--- src/rtl/mem_arbiter.sv ---
`default_nettype none
// ============================================================================
// Module   : mem_arbiter
// Purpose  : Two-master (fetch / memory-stage) arbiter onto a single shared
//            bus, with anti-starvation for fetch and a bus watchdog.
// Revision : 1.0  initial release
// ============================================================================
module mem_arbiter #(
  parameter int STARVE_MAX = 4,
  parameter int TIMEOUT    = 255
) (
  input  logic        clk,
  input  logic        rst_n,

  input  logic        if_valid_i,
  input  logic [63:0] if_addr_i,
  input  logic [1:0]  if_size_i,
  output logic        if_ready_o,
  output logic [63:0] if_rdata_o,
  output logic [1:0]  if_resp_o,

  input  logic        me_valid_i,
  input  logic        me_req_i,
  input  logic [63:0] me_addr_i,
  input  logic [63:0] me_wdata_i,
  input  logic [1:0]  me_size_i,
  output logic        me_ready_o,
  output logic [63:0] me_rdata_o,
  output logic [1:0]  me_resp_o,

  output logic        bus_valid_o,
  output logic        bus_req_o,
  output logic [63:0] bus_addr_o,
  output logic [63:0] bus_wdata_o,
  output logic [1:0]  bus_size_o,
  input  logic        bus_ready_i,
  input  logic [63:0] bus_rdata_i,
  input  logic [1:0]  bus_resp_i
);

  localparam int SC_W = ($clog2(STARVE_MAX + 1) > 3) ? $clog2(STARVE_MAX + 1) : 3;
  localparam int WD_W = ($clog2(TIMEOUT + 1) > 1) ? $clog2(TIMEOUT + 1) : 1;

  localparam logic [SC_W-1:0] STARVE_LIMIT = SC_W'(STARVE_MAX);
  localparam logic [WD_W-1:0] WDOG_LAST    = WD_W'(TIMEOUT - 1);

  localparam logic [1:0] S_IDLE   = 2'd0;
  localparam logic [1:0] S_GNT_IF = 2'd1;
  localparam logic [1:0] S_GNT_ME = 2'd2;

  logic [1:0]      state_q,  state_d;
  logic [SC_W-1:0] starve_q, starve_d;
  logic [WD_W-1:0] wdog_q,   wdog_d;
  logic [63:0]     addr_q,   addr_d;
  logic [63:0]     wdata_q,  wdata_d;
  logic [1:0]      size_q,   size_d;
  logic            req_q,    req_d;

  logic        gnt_if;
  logic        gnt_me;
  logic        fin;
  logic [63:0] done_rdata;
  logic [1:0]  done_resp;

  assign gnt_if = (state_q == S_GNT_IF);
  assign gnt_me = (state_q == S_GNT_ME);
  // A real bus completion wins over a watchdog expiry in the same cycle.
  assign fin        = (gnt_if | gnt_me) & (bus_ready_i | (wdog_q == WDOG_LAST));
  assign done_rdata = bus_ready_i ? bus_rdata_i : 64'd0;
  assign done_resp  = bus_ready_i ? bus_resp_i  : 2'b10;

  always_comb begin
    state_d  = state_q;
    starve_d = starve_q;
    wdog_d   = wdog_q;
    addr_d   = addr_q;
    wdata_d  = wdata_q;
    size_d   = size_q;
    req_d    = req_q;
    case (state_q)
      S_IDLE: begin
        if (me_valid_i && (!if_valid_i || (starve_q < STARVE_LIMIT))) begin
          state_d = S_GNT_ME;
          addr_d  = me_addr_i;
          wdata_d = me_wdata_i;
          size_d  = me_size_i;
          req_d   = me_req_i;
          wdog_d  = '0;
          if (!if_valid_i)
            starve_d = '0;
          else if (starve_q < STARVE_LIMIT)
            starve_d = starve_q + 1'b1;
        end else if (if_valid_i) begin
          state_d  = S_GNT_IF;
          addr_d   = if_addr_i;
          wdata_d  = 64'd0;
          size_d   = if_size_i;
          req_d    = 1'b0;
          wdog_d   = '0;
          starve_d = '0;
        end else begin
          starve_d = '0;
        end
      end
      S_GNT_IF, S_GNT_ME: begin
        if (fin)
          state_d = S_IDLE;
        else
          wdog_d = wdog_q + 1'b1;
      end
      default: state_d = S_IDLE;
    endcase
  end

  always_ff @(posedge clk or negedge rst_n) begin
    if (!rst_n) begin
      state_q  <= S_IDLE;
      starve_q <= '0;
      wdog_q   <= '0;
      addr_q   <= 64'd0;
      wdata_q  <= 64'd0;
      size_q   <= 2'd0;
      req_q    <= 1'b0;
    end else begin
      state_q  <= state_d;
      starve_q <= starve_d;
      wdog_q   <= wdog_d;
      addr_q   <= addr_d;
      wdata_q  <= wdata_d;
      size_q   <= size_d;
      req_q    <= req_d;
    end
  end

  assign bus_valid_o = gnt_if | gnt_me;
  assign bus_req_o   = req_q;
  assign bus_addr_o  = addr_q;
  assign bus_wdata_o = wdata_q;
  assign bus_size_o  = size_q;

  assign if_ready_o  = gnt_if & fin;
  assign if_rdata_o  = if_ready_o ? done_rdata : 64'd0;
  assign if_resp_o   = if_ready_o ? done_resp  : 2'b00;
  assign me_ready_o  = gnt_me & fin;
  assign me_rdata_o  = me_ready_o ? done_rdata : 64'd0;
  assign me_resp_o   = me_ready_o ? done_resp  : 2'b00;

endmodule
`default_nettype wire

--- config.mk ---
export PLATFORM = sky130hd
export DESIGN_NAME = mem_arbiter
export DESIGN_NICKNAME = d
export VERILOG_FILES = /design/src/rtl/mem_arbiter.sv
export SDC_FILE = /design/constraint.sdc
export NUM_CORES = 1
export LEC_CHECK = 0
export CAP_MARGIN = 20
export CORE_AREA = 2 2 209 211
export DETAILED_ROUTE_END_ITERATION = 10
export DIE_AREA = 0 0 211 213
export GPL_TIMING_DRIVEN = 0
export PLACE_DENSITY = 0.45
export SLEW_MARGIN = 20
export SYNTH_ARGS = -nofsm -noshare
export SYNTH_HDL_FRONTEND = slang
export SYNTH_SLANG_ARGS = --single-unit
--- constraint.sdc ---
create_clock -name clk -period 2.1 [get_ports clk]
set_clock_uncertainty 0.05 [all_clocks]
set_input_delay 0.42 -clock clk [delete_from_list [all_inputs] [get_ports clk]]
set_output_delay 0.42 -clock clk [all_outputs]
set_load 0.02 [all_outputs]
; After elaboration in Yosys (flattened, before gate mapping)
; Index checks and enable logic that the tools add are counted.
; W data, S select, Z words.
[classes]
eq_ne = 7
multipliers = 0
muxes = 25
n_reduce_logical = 11
div = 0
n_lt_le_gt_ge = 1
addsub = 2
n_bitwise = 5
n_shift = 0
[ops]
columns = operator, count
row1 = $mux W64, 7
row2 = $mux W8, 3
row3 = $mux W2, 8
row4 = $pmux W8 S2, 1
row5 = $mux W3, 3
row6 = $add A8 B1 Y8 const B, 1
row7 = $eq A8 B8 Y1 const B, 1
row8 = $ne A3 B3 Y1 const B, 2
row9 = $reduce_and A2 Y1, 3
row10 = $ne A2 B2 Y1 const B, 2
row11 = $pmux W2 S2, 1
row12 = $reduce_bool A2 Y1, 2
row13 = $add A3 B1 Y3 const B, 1
row14 = $and A1 B1 Y1, 3
row15 = $lt A3 B3 Y1 const B, 1
row16 = $reduce_and A3 Y1, 1
row17 = $eq A2 B1 Y1 const B, 1
row18 = $eq A2 B2 Y1 const B, 1
row19 = $logic_not A2 Y1, 1
row20 = $mux W1, 2
row21 = $or A1 B1 Y1, 2
row22 = $reduce_or A2 Y1, 1
row23 = $logic_and A1 B1 Y1, 1
row24 = $logic_not A1 Y1, 1
row25 = $logic_or A1 B1 Y1, 1
[totals]
inputBits = 268
out_inout_bits = 266
elab_cells = 58
memories = 0
reg_bits = 144
romBits = 0
latchBits = 0
mem_bits_rw = 0

; Logic depth before layout (Yosys ltp)
; Gate-level depths: netlist of the first run.
[depth]
ltp_word = 5
depth_mapped = 8
mapped_depth_nobuf = 6

; Worst setup path after synthesis of the first run
; OpenSTA, ideal clock, no wires.
[synth_timing]
path_kind = register to output
from = register state_q[1]
to = output port if_rdata_o[55]
path_buffers = 3
t_arrival_ns = 1.811
path_stages_with_launch = 8
t_required_ns = 1.630
path_slack_ns = -0.181
cell_sequence = dfrtp_1 -> inv_1 -> ha_1 -> buf_2 -> nand3_2 -> buf_6 -> buf_2 -> nor2_1
[synth_via]
elab_chain_cells = 5
elab_cells_between_ends = 6
classes_between = 2 x eq/ne / 1 x mux / 3 x bitwise
[synth_rtl]
columns = item, line_no
row1 = "start, declared", 51  ; logic [1:0] state_q, state_d;
row2 = "start signal, assigned", 125  ; state_q <= state_d;
row3 = $eq A2 B1 Y1 / $eq A2 B2 Y1 (equally long branches), "65, 66"
row4 = $or A1 B1 Y1 (*), n/a
row5 = via bus_valid_o, 31  ; output logic bus_valid_o,
row6 = $and A1 B1 Y1 (*), 68  ; assign fin = (gnt_if | gnt_me) & (bus_ready_i | (wdog_q == WDOG_LAST));
row7 = $and A1 B1 Y1 (*), 141  ; assign if_ready_o = gnt_if & fin;
row8 = $mux W64 (*), 142  ; assign if_rdata_o = if_ready_o ? done_rdata : 64'd0;
row9 = "end, declared", 19  ; output logic [63:0] if_rdata_o,
; Mark *: on every way through the listed nets, which the timed path passes. The rest lies on a longest branch.

; Final worst setup path of the first run
[layout_timing]
from = register wdog_q[0]
to = output port me_rdata_o[36]
[layout_via]
elab_chain_cells = 5
[layout_rtl]
columns = item, line_no
row1 = "start, declared", 53  ; logic [WD_W-1:0] wdog_q, wdog_d;
row2 = "start signal, assigned", 127  ; wdog_q <= wdog_d;
row3 = $eq A8 B8 Y1, 68
row4 = $or A1 B1 Y1, 68
row5 = $and A1 B1 Y1, 68
row6 = $and A1 B1 Y1, 144  ; assign me_ready_o = gnt_me & fin;
row7 = $mux W64, 145  ; assign me_rdata_o = me_ready_o ? done_rdata : 64'd0;
row8 = "end, declared", 28  ; output logic [63:0] me_rdata_o,
; No other way between the ends.

==> results of run 1 <==
## routing by layer
metal | share of wire [%] | vias up
li1 | - | 3689
met1 | 35 | 3715
met4 | 3.2 | 0
met2 | 53 | 377
met5 | 0 | -
met3 | 8.5 | 41
## tightest hold or removal path, stage by stage
cell and delay [ps]:
buf_2 180, nand2_1 80, a21boi_0 70
## cell families after synthesis
logic type      Yosys count
mux                      69
simple gates            292
compound gates          158
fa+ha+maj                 7
flops                   144
buf+inv                  66
## where the power goes
group          internal (mW)  switching, mW  leakage, nW
Sequential              3.98          0.714         1.81
Combinational           4.21           4.83         4.24
Clock                   1.60           1.39        0.273
Total                   9.78           6.94         6.33
## registers in the layout, summed over array words and instances (netlist names)
register / cells
bus_addr_o: 64
wdog_q: 8
state_q: 2
bus_wdata_o: 64
bus_size_o: 2
bus_req_o: 1
starve_q: 3
## area by class of cell
class | instances | area, um^2 | share of cell area [%]
clock buffers | 19 | 442.9 | 2.972
diodes | 2 | 5.005 | 0.03358
flip-flops and latches | 144 | 3603 | 24.18
plain buffers | 58 | 524.3 | 3.517
inverters | 8 | 35.03 | 0.2350
multi-input cells | 526 | 3742 | 25.11
well taps | 546 | 683.2 | 4.583
repair buffers | 564 | 5752 | 38.59
clock inverters | 13 | 117.6 | 0.7891
## synthesized netlist by cell type, types with 2 or more instances
cell      instances
a21boi_0          2
a21oi_1           2
a22o_1           66
a31oi_1           4
buf_2            25
buf_4             6
buf_6            12
clkbuf_1         15
dfrtp_1         144
ha_1              7
inv_1             8
mux2i_1          67
nand2_1         135
nand3_1           4
nand3_2           2
nand4_1           3
nor2_1          135
nor2b_1           2
nor3b_1           2
o21ai_0          45
o21ai_1          29
o21ai_2           2
## worst max-delay path by stage
| stage | start | end | slack (ps) | cells after the start |
|---|---|---|---|---|
| after CTS | wdog_q[0]$_DFFE_PN0P_ | me_rdata_o[9] | -610 | 8 |
| after floorplan | wdog_q[0]$_DFFE_PN0P_ | me_rdata_o[35] | -80 | 8 |
| after detailed placement | bus_ready_i | me_rdata_o[36] | -1580 | 6 |
| after global placement | rst_n | bus_addr_o[0]$_DFFE_PN0P_ | -5930 | 1 |
| after global routing | wdog_q[0]$_DFFE_PN0P_ | me_rdata_o[37] | -670 | 9 |
| final | wdog_q[0]$_DFFE_PN0P_ | me_rdata_o[36] | -600 | 9 |
## metrics by stage
stage | total power, mW | setup TNS (ps) | utilization (%) | hold slack [ps] | area, um^2
after floorplan | 8.688 | -3801 | - | 74.41 | 7300
after detailed placement | 13.20 | -220070 | 31.24 | 402.1 | 13340
after global routing | 17.77 | -77670 | 34.91 | 325.9 | 14900
after CTS | 16.47 | -77170 | 32.73 | 271.7 | 13970
final | 16.72 | -63730 | 34.91 | 317.5 | 14910
after global placement | 13.21 | -1077460 | 31.17 | 411.6 | 13310
## timing repair
item | 4_1_cts | 5_1_grt
hold buffers | 1 | 0
hold endpoints to repair | 73 | 0
pin swaps | 6 | 22
cloned | 0 | 6
resized for setup | 678 | 225
buffers inserted | 4 | 20
endpoints found under the setup margin | 251 | 260
==> results.sh, run 1 <==
export IMPL_vdd_ir_drop_max_mv=0.5043
export IMPL_core_rowCount=76
export IMPL_synth_simple_area_share_pct=16.54
export IMPL_post_route_cells_drive_above_1_share_pct=27.40
export IMPL_vias_per_cell=4.161
export IMPL_asyncSetResetFlopFracSynth_pct=100.0
export IMPL_worstHoldPathType="input pin to flip-flop"
export IMPL_grt_pass1_wl_mm=53.83
export IMPL_drt_first_pass_iters=5
export IMPL_synth_top_cell_by_area="dfrtp_1"
export IMPL_number_of_flops_mapped_to_enable_cells_by_yosys=0
export IMPL_critical_path_required_ps=1630
export IMPL_initial_core_util_pct=16.50
export IMPL_synth_xor_xnor_area_share_pct=0
export IMPL_critical_path_peak_fanout=7
export IMPL_htree_num_levels=4
export IMPL_leakagePower_nw=6.330
export IMPL_clock_insertion_delay_at_the_later_pin_of_the_skew_report_ps=430
export IMPL_critical_path_top_cell_by_count="buf_12"
export IMPL_finalSetupViolCount=134
export IMPL_min_delay_path_depth=3
export IMPL_grt_start_max_net_pins=75
export IMPL_die_w_um=211
export IMPL_crit_share_post_route_pct=128.7
export IMPL_layout_nets=1594
export IMPL_critical_path_startpoint_type="flip-flop"
export IMPL_critical_path_max_stage_delay_ps=390
export IMPL_slew_limit_headroom_pct=54.67
export IMPL_synth_top_family_by_area="simple AND/OR/NAND/NOR gates"
export IMPL_layout_filler_cell_count=4384
export IMPL_met2_grt_util_pct=30.74
export IMPL_globalplace_congestion=0.8582
export IMPL_core_area_um2=42700
export IMPL_final_critical_path_setup_slack_ps=-603.3
export IMPL_run_status="finished, violations left"
export IMPL_final_max_slew_violation_count=0
export IMPL_max_cap_violations=0
export IMPL_detailed_place_hpwl_mm=30.69
export IMPL_syn_inst=736
export IMPL_tritoncts="built"
export IMPL_cts_root_buffer_cell="clkbuf_16"
export IMPL_timing_hold_worst_start="if_valid_i"
export IMPL_cp_data_arrival_time_ps=2230
export IMPL_worst_path_max_delay_cell="dfrtp_1"
export IMPL_achievable_clock_frequency_mhz=369.9
export IMPL_yosys_cell_types_count=41
export IMPL_r2r_start="wdog_q[1]$_DFFE_PN0P_"
export IMPL_cts_buffers=17
export IMPL_drt_initial_drc_count=341
export IMPL_wl_mm=38.90
export IMPL_critical_path_top_delay_family="buffers and inverters"
export IMPL_worstPathCellList="inv_2 -> ha_4 -> and4_4 -> a21o_4 -> nand3_4 -> buf_12 -> buf_12 -> nor2_4 -> buf_6"
export IMPL_avgSynthCellArea_um2=9.571
export IMPL_ioPinCount=534
export IMPL_synth_ff_latch_count=144
export IMPL_cts_reportedPaths_clkPinSlew_ps=70
export IMPL_yosysWarningCount=0
export IMPL_die_height_um=213
export IMPL_global_route_usage_met1_pct=16.36
export IMPL_ff2ff_setup_slack_ps=210
export IMPL_most_common_library_cell_in_the_layout_ignoring_fill_and_taps="clkdlybuf4s50_1"
export IMPL_grt_ovfl_total=0
export IMPL_timing_hold_worst_endpoint="state_q[0]$_DFFE_PN0P_"
export IMPL_synth_area_um2=7044
export IMPL_track_usage_pct=16.38
export IMPL_max_slew_worst_pin_slew_ps=679.9
export IMPL_synth_adder_area_share_pct=1.243
export IMPL_area_growth_pct=111.6
export IMPL_synthDominantCellAreaShare_pct=51.15
export IMPL_yosys_most_used_dff="dfrtp_1"
export IMPL_period_minus_slack_ps=2703
export IMPL_placed_cells=1815
export IMPL_dp_worst_setup_slack_ps=-1582
export IMPL_stdcell_count=1880
export IMPL_critPathKind="flip-flop to primary output"
export IMPL_p_per_area_nw_per_um2=1122
export IMPL_top_usage_layer="met2"
export IMPL_synthesis_nets=1011
export IMPL_clock_sinks=144
export IMPL_hold_viol_final=0
export IMPL_seq_area_frac_synth_pct=51.15
export IMPL_routed_via_count=7822
export IMPL_compound_gate_portion_of_the_synthesized_area_pct=15.67
export IMPL_grt_setup_unrepaired="yes"
export IMPL_grt_pass1_vias=8156
export IMPL_route_detailed_wl_per_inst_um=20.69
export IMPL_ff2ff_path_depth=6
export IMPL_antenna_found_initial=3
export IMPL_clk_path_buf_depth=2
export IMPL_mostFrequentLayoutCells="394 x clkdlybuf4s50_1, 144 x dfrtp_1, 135 x nand2_1, 97 x buf_6, 76 x nor2_4"
export IMPL_violations="setup timing"
export IMPL_io_buffers=532
export IMPL_synthTopCellsByArea="dfrtp_1 51%, mux2i_1 9.5%, a22o_1 8.2%"
export IMPL_path_buf_inv=4
export IMPL_muxShareOfSynthArea_pct=9.840
export IMPL_endpoint_kind="primary output"
export IMPL_critical_register_to_register_path_endpoint="wdog_q[1]$_DFFE_PN0P_"
export IMPL_post_route_drc_count=0
export IMPL_groute_layer_met3_usage_pct=5.751
export IMPL_ant_nets=0
export IMPL_dieArea_um2=44940
Power figures use the tool's default switching activity.
==> inputs of run 2 (changes only) <==
--- a/config.mk
+++ b/config.mk
@@ -6,11 +6,11 @@
 export NUM_CORES = 1
 export LEC_CHECK = 0
 export CAP_MARGIN = 20
-export CORE_AREA = 2 2 209 211
+export CORE_AREA = 2 2 206 208
 export DETAILED_ROUTE_END_ITERATION = 10
-export DIE_AREA = 0 0 211 213
+export DIE_AREA = 0 0 208 210
 export GPL_TIMING_DRIVEN = 0
-export PLACE_DENSITY = 0.45
+export PLACE_DENSITY = 0.46
 export SLEW_MARGIN = 20
 export SYNTH_ARGS = -nofsm -noshare
 export SYNTH_HDL_FRONTEND = slang
==> constraint.sdc (replaced) <==
create_clock -name clk -period 3.45 [get_ports clk]
set_clock_uncertainty 0.05 [all_clocks]
set_input_delay 0.69 -clock clk [delete_from_list [all_inputs] [get_ports clk]]
set_output_delay 0.69 -clock clk [all_outputs]
set_load 0.02 [all_outputs]
==> run 2 against run 1 <==
Largest cell class unchanged; global-route usage up 0.55 points; cell count fell by 2.1%; first-iteration DRC count decreased by 1.8%; largest power group unchanged; the run now ends clean; worst hold slack worse by 190 ps; worst setup slack improved by 740 ps.
==> results.sh, run 2 (synthesis results as in run 1) <==
export IMPL_endpoint_kind="primary output"
export IMPL_setup_tns_ps=0
export IMPL_most_common_library_cell_in_the_layout_ignoring_fill_and_taps="clkdlybuf4s50_1"
export IMPL_dieArea_um2=43680
export IMPL_cts_setup_buffers=0
export IMPL_achievable_clock_frequency_mhz=301.8
export IMPL_cts_root_buffer_cell="clkbuf_16"
export IMPL_ctsHoldBuffers=0
export IMPL_ff2ff_setup_slack_ps=1260
export IMPL_grt_start_max_net_pins=75
export IMPL_p_int_mw=5.667
export IMPL_ioPinCount=534
export IMPL_fin_hold_ws_ps=123.1
export IMPL_worstPathCellList="inv_1 -> ha_1 -> and4_1 -> a21o_4 -> nand3_2 -> buf_6 -> nor2_1 -> dlygate4sd2_1"
export IMPL_ant_nets=0
export IMPL_grt_ovfl_total=0
export IMPL_core_rowCount=75
export IMPL_slew_limit_headroom_pct=59.71
export IMPL_post_route_util_pct=32.45
export IMPL_antenna_found_initial=0
export IMPL_drt_first_pass_iters=4
export IMPL_hold_viol_final=0
export IMPL_initial_core_util_pct=16.98
export IMPL_layout_filler_cell_count=4438
export IMPL_power_frac_clock_pct=18.9
export IMPL_core_area_um2=41480
export IMPL_clock_sinks=144
export IMPL_cts_buffers=17
export IMPL_path_buf_inv=3
export IMPL_vias_per_cell=4.140
export IMPL_route_detailed_wl_per_inst_um=20.34
export IMPL_die_w_um=208
export IMPL_cts_reportedPaths_clkPinSlew_ps=70
export IMPL_worst_path_stages=8
export IMPL_final_max_slew_violation_count=0
export IMPL_critPathKind="flip-flop to primary output"
export IMPL_power_switching_fraction_pct=41.03
export IMPL_antenna_cells_inserted=0
export IMPL_sequential_group_share_of_total_power_pct=29.5
export IMPL_comb_power_share_pct=51.5
export IMPL_ff2ff_path_depth=7
export IMPL_max_slew_worst_pin_slew_ps=604.4
export IMPL_period_minus_slack_ps=3313
export IMPL_leakagePower_nw=6.189
export IMPL_wl_mm=37.43
export IMPL_worstHoldPathType="input pin to asynchronous set/reset pin"
export IMPL_finalSetupViolCount=0
export IMPL_max_cap_violations=0
export IMPL_area_growth_pct=91.07
export IMPL_vdd_ir_drop_max_mv=0.3499
export IMPL_grt_pass1_vias=7959
export IMPL_clk_path_buf_depth=2
export IMPL_layout_nets=1563
export IMPL_critical_path_required_ps=2710
export IMPL_placed_cells=1808
export IMPL_drt_initial_drc_count=335
export IMPL_clock_insertion_delay_at_the_later_pin_of_the_skew_report_ps=450
export IMPL_routed_via_count=7618
export IMPL_critical_path_top_delay_family="buffers and inverters"
export IMPL_htree_num_levels=4
export IMPL_p_per_area_nw_per_um2=714.0
export IMPL_stdcell_count=1840
export IMPL_post_route_drc_count=0
export IMPL_die_height_um=210
export IMPL_net_switching_power_mw=3.943
export IMPL_io_buffers=532
export IMPL_grt_setup_unrepaired="no"
export IMPL_tritoncts="built"
export IMPL_critical_path_peak_fanout=10
export IMPL_grt_pass1_wl_mm=54.09
export IMPL_totalPowerFinal_mw=9.610
export IMPL_track_usage_pct=16.93
export IMPL_critical_path_startpoint_type="flip-flop"
export IMPL_mostFrequentLayoutCells="396 x clkdlybuf4s50_1, 144 x dfrtp_1, 135 x nand2_1, 125 x nor2_1, 78 x dlygate4sd2_1"
export IMPL_critical_path_max_stage_delay_ps=440
export IMPL_crit_share_post_route_pct=96.04
export IMPL_post_route_cells_drive_above_1_share_pct=10.68
export IMPL_worst_path_max_delay_cell="dfrtp_1"
export IMPL_run_status="complete, no violations"
export IMPL_globalplace_congestion=0.9249
export IMPL_cp_data_arrival_time_ps=2570
export IMPL_detailed_place_hpwl_mm=30.59
[run 2: cell types whose count changed in the layout (fill, tap and decap cells not counted), sizes merged, moves of 2 or more]
cell | previous run | this run
buf | 189 | 45
clkbuf | 43 | 63
clkdlybuf4s15 | 12 | 22
clkdlybuf4s50 | 394 | 396
clkinv | 3 | 7
diode | 2 | 0
dlygate4sd2 | 0 | 78
dlymetal6s2s | 2 | 4
inv | 16 | 12
[run 2: power by group through the flow]
stage	logic (mW)	registers (mW)	clock network [mW]
after detailed placement	5.09	2.84	0
after global placement	5.09	2.84	0
after CTS	5.07	2.84	1.89
final	4.95	2.84	1.82
after global routing	5.33	2.93	1.97
after floorplan	1.56	3.68	0
[run 2: path summary, 6_finish.rpt]
path	start	endpoint
max	wdog_q[0]$_DFFE_PN0P_	me_rdata_o[3]
min	rst_n	bus_wdata_o[45]$_DFFE_PN0P_
max reg2reg	state_q[1]$_DFFE_PN0P_	bus_addr_o[10]$_DFFE_PN0P_
max in group asynchronous	rst_n	bus_addr_o[8]$_DFFE_PN0P_
min reg2reg	wdog_q[7]$_DFFE_PN0P_	wdog_q[7]$_DFFE_PN0P_
min in group clk	wdog_q[7]$_DFFE_PN0P_	wdog_q[7]$_DFFE_PN0P_
[run 2: repair_timing]
action	CTS	global route
setup endpoints to repair	134	56
hold endpoints to repair	0	0
pin swaps	0	0
resized for setup	163	87
[run 2: layer usage]
metal  vias up  GRT usage [%]  wire length (um)
met1      3572          16.67             13000
li1       3617              -                 -
met5         -              0                 0
met4         0          8.633              1517
met3        47          5.602              3108
met2       382          31.57             19800
[run 2: layout make-up]
| class | instances | area [um^2] | area share [%] |
|---|---|---|---|
| buffer | 58 | 382.9 | 2.845 |
| clock buffer | 17 | 425.4 | 3.161 |
| clock inverter | 15 | 136.4 | 1.013 |
| inverter | 8 | 30.03 | 0.2231 |
| multi-input combinational | 526 | 3084 | 22.92 |
| sequential | 144 | 3603 | 26.77 |
| tap | 539 | 674.4 | 5.011 |
| timing repair buffer | 533 | 5122 | 38.06 |
[run 2: worst register-to-register path, cell delays in order, from the launching register on]
cell	delay [ps]
dfrtp_1	380
inv_1	90
ha_1	270
o21ai_2	270
buf_4	340
clkbuf_1	510
nand2_1	110
o21ai_1	100
[run 2: per-stage QoR]
| stage | instance area, um^2 | setup slack (ps) |
|---|---|---|
| 2_1_floorplan | 7044 | 899.3 |
| 3_3_place_gp | 13040 | -4870 |
| 3_5_place_dp | 13080 | -862.6 |
| 4_1_cts | 13530 | 9.251 |
| 5_1_grt | 13460 | 1.158 |
| 6_report | 13460 | 136.5 |
